<file path="src/rtl/adc_spi_sampler_if.sv">
// adc_spi_sampler_if: register-side strobes, config words and read data of the ADC sampler
interface adc_spi_sampler_if;
  logic [31:0] cfg_clk_div;
  logic [31:0] cfg_sample;
  logic        cmd_wenable;
  logic [31:0] cmd_wdata;
  logic        status_rrequest;
  logic [31:0] status_rdata;
  logic        fifo_rrequest;
  logic [31:0] fifo_rdata;
  modport master (
    output cfg_clk_div, cfg_sample, cmd_wenable, cmd_wdata, status_rrequest, fifo_rrequest,
    input  status_rdata, fifo_rdata
  );
  modport slave (
    input  cfg_clk_div, cfg_sample, cmd_wenable, cmd_wdata, status_rrequest, fifo_rrequest,
    output status_rdata, fifo_rdata
  );
endinterface

</file>
<file path="src/rtl/adc_spi_sampler.sv">
// adc_spi_sampler: mode-0 SPI conversion engine with result FIFO and start/stop/flush commands.
// Defining ADC_SAMPLER_IRQ_EN adds a registered irq output (half-full or overflow).
module adc_spi_sampler #(
  parameter int SAMPLE_WIDTH = 12,
  parameter int FIFO_DEPTH   = 8,
  parameter int CHANNEL_BITS = 3
) (
  input  logic clk,
  input  logic rstnn,
  adc_spi_sampler_if.slave bus,
  output logic adc_cs_n,
  output logic adc_sclk,
  output logic adc_mosi,
  input  logic adc_miso
`ifdef ADC_SAMPLER_IRQ_EN
  ,
  output logic irq
`endif
);
  localparam int AW = $clog2(FIFO_DEPTH);
  localparam int CW = AW + 1;
  typedef enum logic [2:0] {IDLE, SETUP, SHIFT, HOLD, GAP} state_t;
  state_t                  state_q, state_d;
  logic [15:0]             cnt_q, cnt_d, div_q, div_d, gap_q, gap_d, tx_q, tx_d;
  logic [4:0]              edges_q, edges_d, ch5;
  logic [CHANNEL_BITS-1:0] chan_q, chan_d;
  logic [SAMPLE_WIDTH-1:0] rx_q, rx_d;
  logic                    cont_q, cont_d, stop_q, stop_d, sclk_q, sclk_d, push_q, push_d, go;
  logic [AW-1:0]           wp_q, wp_d, rp_q, rp_d;
  logic [CW-1:0]           fill_q, fill_d;
  logic                    ovf_q, ovf_d;
  logic                    busy, start, stop_now, flush, half_done, empty, full, pop, push, ovf_ev;
  logic [SAMPLE_WIDTH-1:0] samp_mem [FIFO_DEPTH];
  logic [CHANNEL_BITS-1:0] chan_mem [FIFO_DEPTH];
  logic                    unused;
  assign unused    = ^{bus.cfg_clk_div[31:16], bus.cfg_sample[15:9], bus.cfg_sample[7:CHANNEL_BITS],
                       bus.cmd_wdata[31:3]};
  assign busy      = state_q != IDLE;
  assign start     = bus.cmd_wenable & bus.cmd_wdata[0] & ~bus.cmd_wdata[1];
  assign stop_now  = stop_q | (bus.cmd_wenable & bus.cmd_wdata[1] & busy);
  assign flush     = bus.cmd_wenable & bus.cmd_wdata[2];
  assign half_done = cnt_q == div_q;
  assign ch5       = 5'(bus.cfg_sample[CHANNEL_BITS-1:0]) << (5 - CHANNEL_BITS);
  assign adc_cs_n  = !(state_q == SETUP || state_q == SHIFT);
  assign adc_sclk  = sclk_q;
  assign adc_mosi  = tx_q[15];
  always_comb begin
    state_d = state_q;
    cnt_d   = cnt_q + 16'd1;
    edges_d = edges_q;
    sclk_d  = sclk_q;
    tx_d    = tx_q;
    rx_d    = rx_q;
    push_d  = 1'b0;
    div_d   = div_q;
    gap_d   = gap_q;
    chan_d  = chan_q;
    cont_d  = cont_q;
    go      = 1'b0;
    case (state_q)
      IDLE: begin
        cnt_d = '0;
        go    = start;
      end
      SETUP: if (half_done) begin
        state_d = SHIFT;
        cnt_d   = '0;
      end
      SHIFT: if (half_done) begin
        cnt_d   = '0;
        sclk_d  = !sclk_q;
        edges_d = edges_q + 5'd1;
        rx_d    = sclk_q ? rx_q : SAMPLE_WIDTH'({rx_q, adc_miso});
        tx_d    = sclk_q ? {tx_q[14:0], 1'b0} : tx_q;
        state_d = &edges_q ? HOLD : SHIFT;
        push_d  = &edges_q;
      end
      HOLD: if (half_done) begin
        cnt_d   = '0;
        state_d = (stop_now || !cont_q) ? IDLE : GAP;
        go      = !stop_now && cont_q && gap_q == '0;
      end
      GAP: if (cnt_q == gap_q - 16'd1) begin
        state_d = IDLE;
        go      = !stop_now;
      end
      default: state_d = IDLE;
    endcase
    // every frame re-latches its timing and channel, so cfg writes land on the next frame
    if (go) begin
      state_d = SETUP;
      cnt_d   = '0;
      edges_d = '0;
      sclk_d  = 1'b0;
      div_d   = bus.cfg_clk_div[15:0];
      gap_d   = bus.cfg_sample[31:16];
      chan_d  = bus.cfg_sample[CHANNEL_BITS-1:0];
      cont_d  = bus.cfg_sample[8];
      tx_d    = {2'b00, ch5, 9'b0};
    end
    stop_d = (state_d == IDLE) ? 1'b0 : stop_now;
  end
  assign empty  = fill_q == '0;
  assign full   = fill_q == CW'(FIFO_DEPTH);
  assign pop    = bus.fifo_rrequest & ~empty & ~flush;
  assign push   = push_q & (~full | pop) & ~flush;
  assign ovf_ev = push_q & full & ~pop & ~flush;
  assign fill_d = flush ? '0 : fill_q + CW'(push) - CW'(pop);
  assign wp_d   = flush ? '0 : wp_q + AW'(push);
  assign rp_d   = flush ? '0 : rp_q + AW'(pop);
  assign ovf_d  = ovf_ev | (ovf_q & ~bus.status_rrequest);
  assign bus.status_rdata = {16'h0, 8'(fill_q), 4'h0, ovf_q, full, empty, busy};
  assign bus.fifo_rdata   = empty ? '0 : {1'b1, 5'(chan_mem[rp_q]), 26'(samp_mem[rp_q])};
  always_ff @(posedge clk or negedge rstnn) begin
    if (!rstnn) begin
      state_q <= IDLE;
      cnt_q   <= '0;
      edges_q <= '0;
      sclk_q  <= 1'b0;
      tx_q    <= '0;
      rx_q    <= '0;
      push_q  <= 1'b0;
      div_q   <= '0;
      gap_q   <= '0;
      chan_q  <= '0;
      cont_q  <= 1'b0;
      stop_q  <= 1'b0;
      wp_q    <= '0;
      rp_q    <= '0;
      fill_q  <= '0;
      ovf_q   <= 1'b0;
    end else begin
      state_q <= state_d;
      cnt_q   <= cnt_d;
      edges_q <= edges_d;
      sclk_q  <= sclk_d;
      tx_q    <= tx_d;
      rx_q    <= rx_d;
      push_q  <= push_d;
      div_q   <= div_d;
      gap_q   <= gap_d;
      chan_q  <= chan_d;
      cont_q  <= cont_d;
      stop_q  <= stop_d;
      wp_q    <= wp_d;
      rp_q    <= rp_d;
      fill_q  <= fill_d;
      ovf_q   <= ovf_d;
    end
  end
  always_ff @(posedge clk) begin
    if (push) begin
      samp_mem[wp_q] <= rx_q;
      chan_mem[wp_q] <= chan_q;
    end
  end
`ifdef ADC_SAMPLER_IRQ_EN
  always_ff @(posedge clk or negedge rstnn) begin
    if (!rstnn) irq <= 1'b0;
    else irq <= (fill_d >= CW'(FIFO_DEPTH / 2)) | ovf_d;
  end
`endif
endmodule
</file>
<file path="src/flat_wrapper.sv">
// flat-port wrapper written by rule: the top's interface ports become plain ports
module adc_spi_sampler_flat 
#(
  parameter int SAMPLE_WIDTH = 12,
  parameter int FIFO_DEPTH   = 8,
  parameter int CHANNEL_BITS = 3
)
  (clk, rstnn, adc_cs_n, adc_sclk, adc_mosi, adc_miso, bus_cfg_clk_div, bus_cfg_sample, bus_cmd_wenable, bus_cmd_wdata, bus_status_rrequest, bus_fifo_rrequest, bus_status_rdata, bus_fifo_rdata);
  adc_spi_sampler_if bus_i ();
  input  logic clk;
  input  logic rstnn;
  output logic adc_cs_n;
  output logic adc_sclk;
  output logic adc_mosi;
  input  logic adc_miso;
  input wire logic [$bits(bus_i.cfg_clk_div)-1:0] bus_cfg_clk_div;
  input wire logic [$bits(bus_i.cfg_sample)-1:0] bus_cfg_sample;
  input wire logic [$bits(bus_i.cmd_wenable)-1:0] bus_cmd_wenable;
  input wire logic [$bits(bus_i.cmd_wdata)-1:0] bus_cmd_wdata;
  input wire logic [$bits(bus_i.status_rrequest)-1:0] bus_status_rrequest;
  input wire logic [$bits(bus_i.fifo_rrequest)-1:0] bus_fifo_rrequest;
  output wire logic [$bits(bus_i.status_rdata)-1:0] bus_status_rdata;
  output wire logic [$bits(bus_i.fifo_rdata)-1:0] bus_fifo_rdata;
  assign bus_i.cfg_clk_div = bus_cfg_clk_div;
  assign bus_i.cfg_sample = bus_cfg_sample;
  assign bus_i.cmd_wenable = bus_cmd_wenable;
  assign bus_i.cmd_wdata = bus_cmd_wdata;
  assign bus_i.status_rrequest = bus_status_rrequest;
  assign bus_i.fifo_rrequest = bus_fifo_rrequest;
  assign bus_status_rdata = bus_i.status_rdata;
  assign bus_fifo_rdata = bus_i.fifo_rdata;
  adc_spi_sampler #(.SAMPLE_WIDTH(SAMPLE_WIDTH), .FIFO_DEPTH(FIFO_DEPTH), .CHANNEL_BITS(CHANNEL_BITS)) u_core (.clk(clk), .rstnn(rstnn), .bus(bus_i), .adc_cs_n(adc_cs_n), .adc_sclk(adc_sclk), .adc_mosi(adc_mosi), .adc_miso(adc_miso));
endmodule
</file>
<file path="config.mk">
export PLATFORM = sky130hd
export DESIGN_NAME = adc_spi_sampler_flat
export DESIGN_NICKNAME = d
export VERILOG_FILES = /design/src/rtl/adc_spi_sampler_if.sv /design/src/rtl/adc_spi_sampler.sv /design/src/flat_wrapper.sv
export SDC_FILE = /design/constraint.sdc
export NUM_CORES = 1
export LEC_CHECK = 0
export CORE_ASPECT_RATIO = 1.4
export CORE_MARGIN = 2
export CORE_UTILIZATION = 57
export CTS_CLUSTER_SIZE = 16
export DETAILED_ROUTE_END_ITERATION = 16
export PLACE_DENSITY = 0.85
export SLEW_MARGIN = 20
export SYNTH_ARGS = -nofsm -noshare
export SYNTH_HDL_FRONTEND = slang
export SYNTH_SLANG_ARGS = --single-unit
export TNS_END_PERCENT = 5
</file>
<file path="constraint.sdc">
create_clock -name clk -period 5.7 [get_ports clk]
set_input_delay 0.855 -clock clk [delete_from_list [all_inputs] [get_ports clk]]
set_output_delay 0.855 -clock clk [all_outputs]
set_load 0.005 [all_outputs]
</file>
==> results of run 1 <==
==> final cells by class <==
class / instances / share of cell area (%)
inverter: 13 / 0.439
clock inverter: 8 / 0.619
tap: 203 / 2.28
timing repair buffer: 76 / 6.71
clock buffer: 28 / 5.14
sequential: 211 / 52.9
multi-input combinational: 419 / 31.9
==> metrics by stage <==
step           cell area [sq um]  instances  setup WS, ns
2_1_floorplan               9940        715          2.60
3_3_place_gp               10500        922          1.89
3_5_place_dp               10500        922          1.73
4_1_cts                    11100        958          1.81
5_1_grt                    11100        958          1.74
6_report                   11100        958          2.00
==> logic make-up after synthesis <==
logic type      count (synthesis)
flops                         211
mux                            91
fa+ha+maj                      15
simple gates                  164
xor+xnor                       60
other cells                     1
compound gates                 49
buf+inv                        85
==> path summary, 6_finish.rpt <==
| check | startpoint | to | slack [ns] | cells after the start |
|---|---|---|---|---|
| min in group clk | u_core.div_q[6]$_DFFE_PN0N_ | u_core.div_q[6]$_DFFE_PN0N_ | 0.53 | 1 |
| max in group asynchronous | rstnn | u_core.gap_q[7]$_DFFE_PN0N_ | 4.26 | 2 |
| hold / removal | rstnn | u_core.state_q[2]$_DFF_PN0_ | 0.34 | 1 |
| setup reg to reg | u_core.gap_q[1]$_DFFE_PN0N_ | u_core.div_q[2]$_DFFE_PN0N_ | 2.00 | 9 |
| setup / recovery | u_core.gap_q[1]$_DFFE_PN0N_ | u_core.div_q[2]$_DFFE_PN0N_ | 2.00 | 9 |
| hold reg to reg | u_core.div_q[6]$_DFFE_PN0N_ | u_core.div_q[6]$_DFFE_PN0N_ | 0.53 | 1 |
==> registers in the layout (all words and copies together) (netlist names), 3 cells and up <==
register	count
u_core.edges_q	5
u_core.div_q	16
u_core.rx_q	12
u_core.cnt_q	16
u_core.wp_q	3
u_core.tx_q	5
u_core.gap_q	16
u_core.fill_q	4
u_core.chan_q	3
u_core.samp_mem	96
u_core.rp_q	3
u_core.state_q	3
u_core.chan_mem	24
==> layer usage <==
metal  global-route usage [%]  vias up  wire, um
met4                     7.34        0       554
met5                        0        -         0
met3                     3.12       44       844
met2                     41.2      177     11000
met1                     25.5     2775      7090
li1                         -     2520         -
==> placed cells by master, fill, tap and decap left out, types with 7 or more instances in the layout <==
cell and count:
a21oi_1 11, and2_1 9, and3_1 7, clkbuf_16 21
clkdlybuf4s50_1 70, conb_1 40, dfrtp_1 90, edfxtp_1 120
ha_1 14, inv_1 12, mux2_2 16, mux2_4 20
mux2i_1 19, mux4_2 30, nand2_1 23, nand2b_1 7
nand3_1 21, nand4_1 9, nor2_1 52, o21ai_0 12
xnor2_1 34, xor2_1 25
==> power by group through the flow <==
| stage | Combinational (mW) | Sequential (mW) | Clock, mW |
|---|---|---|---|
| final | 1.41 | 2.17 | 1.30 |
| after global placement | 1.34 | 2.17 | 0 |
| after global routing | 1.55 | 2.21 | 1.37 |
| after CTS | 1.42 | 2.17 | 1.31 |
| after detailed placement | 1.40 | 2.20 | 0 |
| after floorplan | 1.09 | 2.02 | 0 |
==> results.py, run 1 <==
metrics = {
    "outcome": {
        "outcome": "finished clean",
    },
    "critical_path": {
        "cp-end-kind": "flip-flop",
        "cp_slowest_cell": "a211oi_1",
        "worstPathRequired_ns": 6.07,
        "worst_path_largest_cell_delay_ns": 0.54,
        "crit_family": "simple AND/OR/NAND/NOR gates",
        "worstPathMaxFanout": 44,
        "crit_path_start_kind": "flip-flop",
        "cp.buffers_inverters": 1,
        "cp_data_arrival_time_ns": 4.07,
        "crit_chain": "inv_1 -> ha_1 -> nor2b_1 -> nand4_1 -> mux2i_1 -> a211oi_1 -> nand4_4 -> nand2_4 -> mux2_2",
        "crit_type": "reg2reg",
    },
    "layout": {
        "seq_area_sq_um": 5880,
        "drive_gt1_share_pct": 16.0,
        "final_nets": 858,
        "antenna_cells": 0,
        "syn_to_final_growth_pct": 13.5,
        "nFillCells": 1159,
        "utilization_pct": 66.1,
        "multi_input_area_sq_um": 3540,
    },
    "floorplan": {
        "boundaryPins": 169,
        "die_h_um": 159,
        "die_x_um": 115,
        "start_util_pct": 58.2,
        "num_rows": 56,
        "fp.coreArea_sq_um": 16800,
        "dieArea_sq_um": 18300,
    },
    "place": {
        "port_buffers": 71,
        "gp_congestion": 0.861,
        "hpwl_mm": 13.0,
    },
    "yosys": {
        "yosysWarnings": 0,
        "synthArstFlopShare_pct": 43.1,
        "synth_compound_area_share_pct": 3.32,
        "synth-main-ff-cell": "edfxtp_1",
        "synth-edff-count": 120,
        "yosys_register_bits": 211,
        "netlist_area_sq_um": 9790,
        "muxShareOfSynthArea_pct": 14.4,
        "synth_xor_area_share_pct": 5.51,
        "synth.most_common_cell": "edfxtp_1",
        "syn-instance-count": 676,
        "synth_adder_area_share_pct": 1.99,
        "synthTopCellsByArea": "edfxtp_1 (37%), dfrtp_1 (23%), mux4_2 (6.9%), buf_4 (3.4%), mux2_4 (3.1%)",
        "yosys-top-cells-count": "edfxtp_1 (120), dfrtp_1 (91), nor2_1 (58)",
        "synth-simple-area-share_pct": 9.15,
        "synth_top_family_by_area": "multiplexers",
        "yosys.area.top_type": "edfxtp_1",
        "synth_top_area_share_pct": 36.8,
        "avgSynthCellArea_sq_um": 14.5,
        "ys_seq_area_share_pct": 60.0,
        "ys_types": 68,
    },
    "flow_run": {
        "drv_cap": 0,
    },
    "timing": {
        "finalMaxSlewViolations": 0,
        "tightest_slew_ns": 1.03,
        "relSlewSlack_pct": 31.1,
        "final.setup.tns_ns": 0,
        "clock_skew_ns": 0.0180,
        "fmax_ghz": 0.270,
        "post-route-period-util_pct": 65.0,
        "setup_viol": 0,
        "rsz0062_at_grt": "false",
        "hold_ws_ns": 0.341,
        "fin_crit_ns": 3.70,
        "finalHoldViolCount": 0,
    },
    "power": {
        "p_per_area_nw_per_um2": 439,
        "fin_total_pwr_mw": 4.88,
        "p_int_mw": 3.40,
        "p_switching_mw": 1.48,
        "p_sw_share_pct": 30.3,
        "p_leak_nw": 4.31,
        "p_comb_share_pct": 28.9,
        "seqPwrFrac_pct": 44.6,
        "ir_drop_v": 0.000280,
        "p_clk_share_pct": 26.6,
    },
    "global_route": {
        "grt_antenna_before_repair": 0,
        "grt_overflow_total": 0,
        "grt_use_total_pct": 22.0,
        "grt_max_degree": 54,
        "first_global_vias": 5895,
        "grt_pass1_wl_mm": 31.1,
    },
    "detailed_routing": {
        "drc": 0,
        "first_iter_violations": 368,
        "vias_per_cell": 5.76,
        "wl_mm": 19.5,
        "firstDrtPassIters": 4,
        "wl_per_cell_um": 20.3,
        "ant_nets": 0,
        "vias": 5516,
    },
    "clock_tree": {
        "cts_buffers": 20,
        "cts-hold-fix-buffers": 0,
        "postCtsSetupBuffers": 0,
        "h-tree-depth": 1,
        "cts_sinks": 211,
        "insertion_delay_ns": 0.50,
        "clock_path_buffers": 3,
        "cts_tree": "built",
        "cts-root-buf": "clkbuf_16",
        "cts-resized-gates": 0,
        "path_clk_slew_ns": 0.07,
    },
    "min_path": {
        "hp-class": "in2async",
    },
}
Power figures use the tool's default switching activity.
==> inputs of run 2 (changes only) <==
--- a/config.mk
+++ b/config.mk
@@ -7,10 +7,10 @@
 export LEC_CHECK = 0
 export CORE_ASPECT_RATIO = 1.4
 export CORE_MARGIN = 2
-export CORE_UTILIZATION = 57
+export CORE_UTILIZATION = 53
 export CTS_CLUSTER_SIZE = 16
 export DETAILED_ROUTE_END_ITERATION = 16
-export PLACE_DENSITY = 0.85
+export PLACE_DENSITY = 0.8
 export SLEW_MARGIN = 20
 export SYNTH_ARGS = -nofsm -noshare
 export SYNTH_HDL_FRONTEND = slang
==> constraint.sdc (replaced) <==
create_clock -name clk -period 3.8 [get_ports clk]
set_input_delay 0.57 -clock clk [delete_from_list [all_inputs] [get_ports clk]]
set_output_delay 0.57 -clock clk [all_outputs]
set_load 0.005 [all_outputs]
==> run 2 against run 1 <==
Against the previous run: clock-buffer cell count grew 1; cell count up 5.5%; hold slack got worse by 0.14 ns; wire length fell by 2.8%; power grew 53%; clock power up 60%; maximum frequency increased by 7.9%; largest cell class unchanged; highest routed layer unchanged.
==> results.py, run 2 (same netlist as run 1, synthesis figures left out) <==
metrics = {
    "critical_path": {
        "cp-end-kind": "flip-flop",
        "cp_data_arrival_time_ns": 3.80,
        "worstPathRequired_ns": 4.16,
        "worstPathMaxFanout": 15,
        "crit_path_start_kind": "flip-flop",
        "crit_type": "reg2reg",
    },
    "layout": {
        "mostFrequentLayoutCell": "edfxtp_1",
        "nFillCells": 1308,
        "fin_cells": 1011,
        "drive_gt1_share_pct": 17.5,
        "antenna_cells": 0,
        "largest_reg_flops": 96,
        "final_cell_mix": "edfxtp_1 (120), dfrtp_1 (90), clkdlybuf4s50_1 (70), nor2_1 (58), conb_1 (40)",
        "final_nets": 875,
        "syn_to_final_growth_pct": 15.9,
        "largest_register": "u_core.samp_mem",
        "reg.largest.list": "u_core.samp_mem x96, u_core.chan_mem x24",
    },
    "detailed_routing": {
        "ant_nets": 0,
        "vias": 5544,
        "vias_per_cell": 5.48,
        "wl_per_cell_um": 18.7,
        "first_iter_violations": 330,
        "drc": 0,
        "firstDrtPassIters": 6,
        "wl_mm": 18.9,
    },
    "clock_tree": {
        "cts_sinks": 211,
        "cts-hold-fix-buffers": 0,
        "cts_tree": "built",
        "postCtsSetupBuffers": 0,
        "path_clk_slew_ns": 0.06,
        "clock_path_buffers": 3,
        "insertion_delay_ns": 0.48,
        "cts-root-buf": "clkbuf_16",
        "cts_buffers": 21,
        "cts-resized-gates": 0,
        "h-tree-depth": 1,
    },
    "timing": {
        "finalHoldViolCount": 0,
        "rsz0062_at_grt": "false",
        "post-route-period-util_pct": 90.4,
        "relSlewSlack_pct": 41.1,
        "fmax_ghz": 0.291,
        "fin_crit_ns": 3.43,
        "final.setup.tns_ns": 0,
        "setup_viol": 0,
        "tightest_slew_ns": 0.883,
        "clock_skew_ns": 0.00888,
        "finalMaxSlewViolations": 0,
    },
    "global_route": {
        "grt_max_degree": 67,
        "grt_use_total_pct": 19.9,
        "grt_overflow_total": 0,
        "grt_antenna_before_repair": 0,
        "grt_pass1_wl_mm": 30.4,
        "first_global_vias": 5888,
    },
    "power": {
        "p_per_area_nw_per_um2": 656,
        "ir_drop_v": 0.000432,
        "p_leak_nw": 4.43,
    },
    "floorplan": {
        "start_util_pct": 54.2,
        "die_x_um": 119,
        "boundaryPins": 169,
        "die_h_um": 165,
        "dieArea_sq_um": 19600,
        "fp.coreArea_sq_um": 18100,
        "num_rows": 58,
    },
    "place": {
        "gp_congestion": 0.815,
        "dp_cells": 975,
        "port_buffers": 71,
        "hpwl_mm": 13.1,
    },
    "flow_run": {
        "drv_cap": 0,
    },
    "min_path": {
        "hp-class": "in2async",
    },
    "outcome": {
        "outcome": "finished clean",
    },
}
run 2: changes by cell type in the layout (fill, tap and decap cells not counted):
cell,change
dfrtp_2,+1
inv_4,+1
clkbuf_1,-2
clkinv_2,-1
nor2_2,-6
clkinv_1,-2
buf_12,+2
nor2_1,+6
clkbuf_8,+3
bufinv_16,+1
buf_4,+14
dfrtp_4,-1
run 2: area by class of cell:
type | instances | area (sq um) | area share (%)
multi-input combinational | 419 | 3530 | 31.1
sequential | 211 | 5880 | 51.8
clock inverter | 7 | 92.6 | 0.816
inverter | 13 | 48.8 | 0.430
tap | 240 | 300 | 2.65
timing repair buffer | 92 | 891 | 7.85
clock buffer | 29 | 606 | 5.34
run 2: metal layers:
metal | track usage [%] | share of wire [%] | up-vias
met3 | 2.56 | 4.1 | 49
met5 | 0 | 0 | -
met4 | 7.74 | 3.2 | 0
li1 | - | - | 2544
met1 | 22.3 | 37 | 2793
met2 | 38.2 | 56 | 158
run 2: power breakdown:
group / total, mW / switching, mW / internal (mW) / leakage [nW]
clock: 2.08 / 0.827 / 1.25 / 0.343
sequential: 3.20 / 0.441 / 2.75 / 2.30
combinational: 2.17 / 0.919 / 1.25 / 1.79
total: 7.45 / 2.19 / 5.26 / 4.43
run 2: metrics by stage:
| stage | power, mW | instance area (sq um) | hold WS [ns] | util [%] | worst slack [ns] |
|---|---|---|---|---|---|
| after floorplan | 4.66 | 9940 | 0.274 | - | 0.857 |
| after global placement | 5.32 | 10700 | 0.499 | 58.9 | 0.529 |
| after detailed placement | 5.42 | 10700 | 0.506 | 58.9 | 0.457 |
| after CTS | 7.50 | 11300 | 0.242 | 62.8 | 0.417 |
| after global routing | 7.86 | 11300 | 0.258 | 62.8 | 0.133 |
| final | 7.45 | 11300 | 0.204 | 62.8 | 0.366 |
run 2: worst max-delay path: stages (launching register included):
cell      delay (ns)
dfrtp_1         0.47
inv_1           0.12
ha_1            0.29
nor2b_1         0.43
nand4_1         0.29
mux2i_1         0.24
a211oi_1        0.27
buf_4           0.18
nand4_4         0.15
nand2_4         0.31
buf_4           0.25
mux2_4          0.31
run 2: path summary, 6_finish.rpt:
| kind | start | end | slack, ns | depth (start not counted) |
|---|---|---|---|---|
| worst max-delay path | u_core.gap_q[0]$_DFFE_PN0N_ | u_core.gap_q[4]$_DFFE_PN0N_ | 0.37 | 11 |
| min in group clk | u_core.tx_q[11]$_DFFE_PN0P_ | u_core.tx_q[11]$_DFFE_PN0P_ | 0.51 | 2 |
| worst min register to register | u_core.tx_q[11]$_DFFE_PN0P_ | u_core.tx_q[11]$_DFFE_PN0P_ | 0.51 | 2 |
| worst max register to register | u_core.gap_q[0]$_DFFE_PN0N_ | u_core.gap_q[4]$_DFFE_PN0N_ | 0.37 | 11 |
| worst min-delay path | rstnn | u_core.gap_q[12]$_DFFE_PN0N_ | 0.20 | 1 |
| max in group asynchronous | rstnn | u_core.cnt_q[3]$_DFF_PN0_ | 2.71 | 2 |
==> inputs of run 3 (changes only) <==
--- a/config.mk
+++ b/config.mk
@@ -5,12 +5,14 @@
 export SDC_FILE = /design/constraint.sdc
 export NUM_CORES = 1
 export LEC_CHECK = 0
+export CELL_PAD_IN_SITES_DETAIL_PLACEMENT = 1
+export CELL_PAD_IN_SITES_GLOBAL_PLACEMENT = 1
 export CORE_ASPECT_RATIO = 1.4
 export CORE_MARGIN = 2
-export CORE_UTILIZATION = 53
+export CORE_UTILIZATION = 44
 export CTS_CLUSTER_SIZE = 16
 export DETAILED_ROUTE_END_ITERATION = 16
-export PLACE_DENSITY = 0.8
+export PLACE_DENSITY_LB_ADDON = 0.1
 export SLEW_MARGIN = 20
 export SYNTH_ARGS = -nofsm -noshare
 export SYNTH_HDL_FRONTEND = slang
==> run 3 against run 2 <==
Against the previous run: worst setup slack improved by 0.16 ns; non-clock buffer count up 1; critical path depth unchanged; wire length increased by 12%; cell area about the same; first-iteration DRC count down 29%; sequential power is essentially flat; global-route usage fell by 1.4 points; register-to-register slack improved by 0.16 ns; combinational power is 3% higher; critical path type unchanged; highest routed layer unchanged.
==> results.py, run 3 (same netlist as run 1, synthesis figures left out) <==
metrics = {
    "place": {
        "hpwl_mm": 14.8,
        "port_buffers": 71,
        "gp_congestion": 0.787,
    },
    "clock_tree": {
        "cts_tree": "built",
        "insertion_delay_ns": 0.48,
        "path_clk_slew_ns": 0.06,
        "clock_path_buffers": 3,
        "h-tree-depth": 1,
        "cts-resized-gates": 0,
        "cts-root-buf": "clkbuf_16",
        "cts_buffers": 21,
        "cts-hold-fix-buffers": 0,
        "cts_sinks": 211,
        "postCtsSetupBuffers": 0,
    },
    "layout": {
        "nFillCells": 2195,
        "drive_gt1_share_pct": 16.7,
        "reg.largest.list": "u_core.samp_mem x96, u_core.chan_mem x24",
        "antenna_cells": 0,
        "seq_area_sq_um": 5880,
        "syn_to_final_growth_pct": 15.8,
        "mostFrequentLayoutCell": "edfxtp_1",
        "largest_reg_flops": 96,
        "final_cell_mix": "edfxtp_1 (120), dfrtp_1 (90), clkdlybuf4s50_1 (70), nor2_1 (58), conb_1 (40)",
        "multi_input_area_sq_um": 3530,
        "largest_register": "u_core.samp_mem",
        "final_nets": 876,
    },
    "critical_path": {
        "crit_path_start_kind": "flip-flop",
        "r2r-start": "u_core.gap_q[0]$_DFFE_PN0N_",
        "worstPathMaxFanout": 24,
        "ff2ff_setup_slack_ns": 0.53,
        "worst_path_largest_cell_delay_ns": 0.50,
        "worstPathRequired_ns": 4.16,
        "cp-end-kind": "flip-flop",
        "cp_slowest_cell": "dfrtp_1",
        "r2r-end": "u_core.div_q[1]$_DFFE_PN0N_",
        "crit_chain": "inv_1 -> ha_1 -> nor2b_1 -> buf_4 -> nor4bb_1 -> a22oi_1 -> a211oi_2 -> nand4_4 -> nand2_4 -> buf_12 -> mux2_2",
        "crit_type": "reg2reg",
        "cp_data_arrival_time_ns": 3.64,
        "reg2regPathDepth": 11,
    },
    "timing": {
        "fmax_ghz": 0.305,
        "hold_ws_ns": 0.175,
        "relSlewSlack_pct": 45.3,
        "fin_crit_ns": 3.27,
        "finalMaxSlewViolations": 0,
        "post-route-period-util_pct": 86.1,
        "final.setup.tns_ns": 0,
        "clock_skew_ns": 0.00779,
        "setup_viol": 0,
        "rsz0062_at_grt": "false",
        "tightest_slew_ns": 0.821,
        "finalHoldViolCount": 0,
    },
    "floorplan": {
        "dieArea_sq_um": 23500,
        "num_rows": 64,
        "boundaryPins": 169,
        "die_h_um": 181,
        "start_util_pct": 44.8,
        "die_x_um": 130,
        "fp.coreArea_sq_um": 21900,
    },
    "flow_run": {
        "drv_cap": 0,
    },
    "detailed_routing": {
        "first_iter_violations": 233,
        "wl_per_cell_um": 19.9,
        "firstDrtPassIters": 4,
        "drc": 0,
        "wl_mm": 21.3,
        "ant_nets": 0,
        "vias": 5468,
        "vias_per_cell": 5.11,
    },
    "global_route": {
        "grt_overflow_total": 0,
        "first_global_vias": 6228,
        "grt_use_total_pct": 18.5,
        "grt_pass1_wl_mm": 33.7,
        "grt_antenna_before_repair": 0,
        "grt_max_degree": 63,
    },
    "power": {
        "ir_drop_v": 0.000402,
        "p_leak_nw": 4.39,
        "p_per_area_nw_per_um2": 640,
    },
    "min_path": {
        "hp-class": "in2async",
    },
    "outcome": {
        "outcome": "finished clean",
    },
}
[run 3: worst max path at each step]
stage | from | end | slack (ns)
6_report | u_core.gap_q[0]$_DFFE_PN0N_ | u_core.div_q[1]$_DFFE_PN0N_ | 0.53
5_1_grt | u_core.gap_q[0]$_DFFE_PN0N_ | u_core.div_q[2]$_DFFE_PN0N_ | 0.21
2_1_floorplan | u_core.fill_q[2]$_DFF_PN0_ | u_core.chan_mem[0][0]$_DFFE_PP_ | 0.86
4_1_cts | u_core.gap_q[0]$_DFFE_PN0N_ | u_core.div_q[1]$_DFFE_PN0N_ | 0.51
3_5_place_dp | bus_cmd_wenable | u_core.chan_mem[3][2]$_DFFE_PP_ | 0.52
3_3_place_gp | bus_cmd_wenable | u_core.div_q[1]$_DFFE_PN0N_ | 0.59
[run 3: critical path: cells and delay by family, from the launching register on]
kind                       cells  cell delay, ns
muxes                          1            0.35
DFF                            1            0.50
buffers and inverters          3            0.50
adders and majority gates      1            0.30
AOI/OAI and AO/OA              2            0.53
and+or+nand+nor                4            0.95
[run 3: per-layer routing]
metal	GRT usage (%)	part of all wire (%)	up-vias	routed length [um]
met4	5.85	3.0	0	635
li1	-	-	2553	-
met3	1.93	2.5	37	528
met2	36.0	57	90	12100
met5	0	0	-	0
met1	20.7	38	2788	7990
[run 3: through the flow]
step | util [%] | total power [mW] | area [sq um] | setup slack (ns) | instances
final | 51.9 | 7.26 | 11300 | 0.526 | 1070
after detailed placement | 49.1 | 5.51 | 10700 | 0.524 | 1033
after global routing | 51.9 | 7.68 | 11300 | 0.211 | 1070
after CTS | 51.9 | 7.38 | 11300 | 0.512 | 1070
after global placement | 49.1 | 5.39 | 10700 | 0.595 | 1033
after floorplan | - | 4.66 | 9940 | 0.857 | 715
[run 3: final cells by class]
| cell class | instances | share of cell area [%] |
|---|---|---|
| clock inverters | 9 | 0.397 |
| inverters | 13 | 0.430 |
| multi-input cells | 419 | 31.1 |
| flip-flops and latches | 211 | 51.9 |
| repair buffers | 93 | 8.03 |
| clock buffers | 28 | 4.87 |
| well taps | 297 | 3.28 |
[run 3: where the power goes]
group | switching (mW) | internal, mW
sequential | 0.423 | 2.76
combinational | 0.982 | 1.26
clock | 0.817 | 1.02
total | 2.22 | 5.03
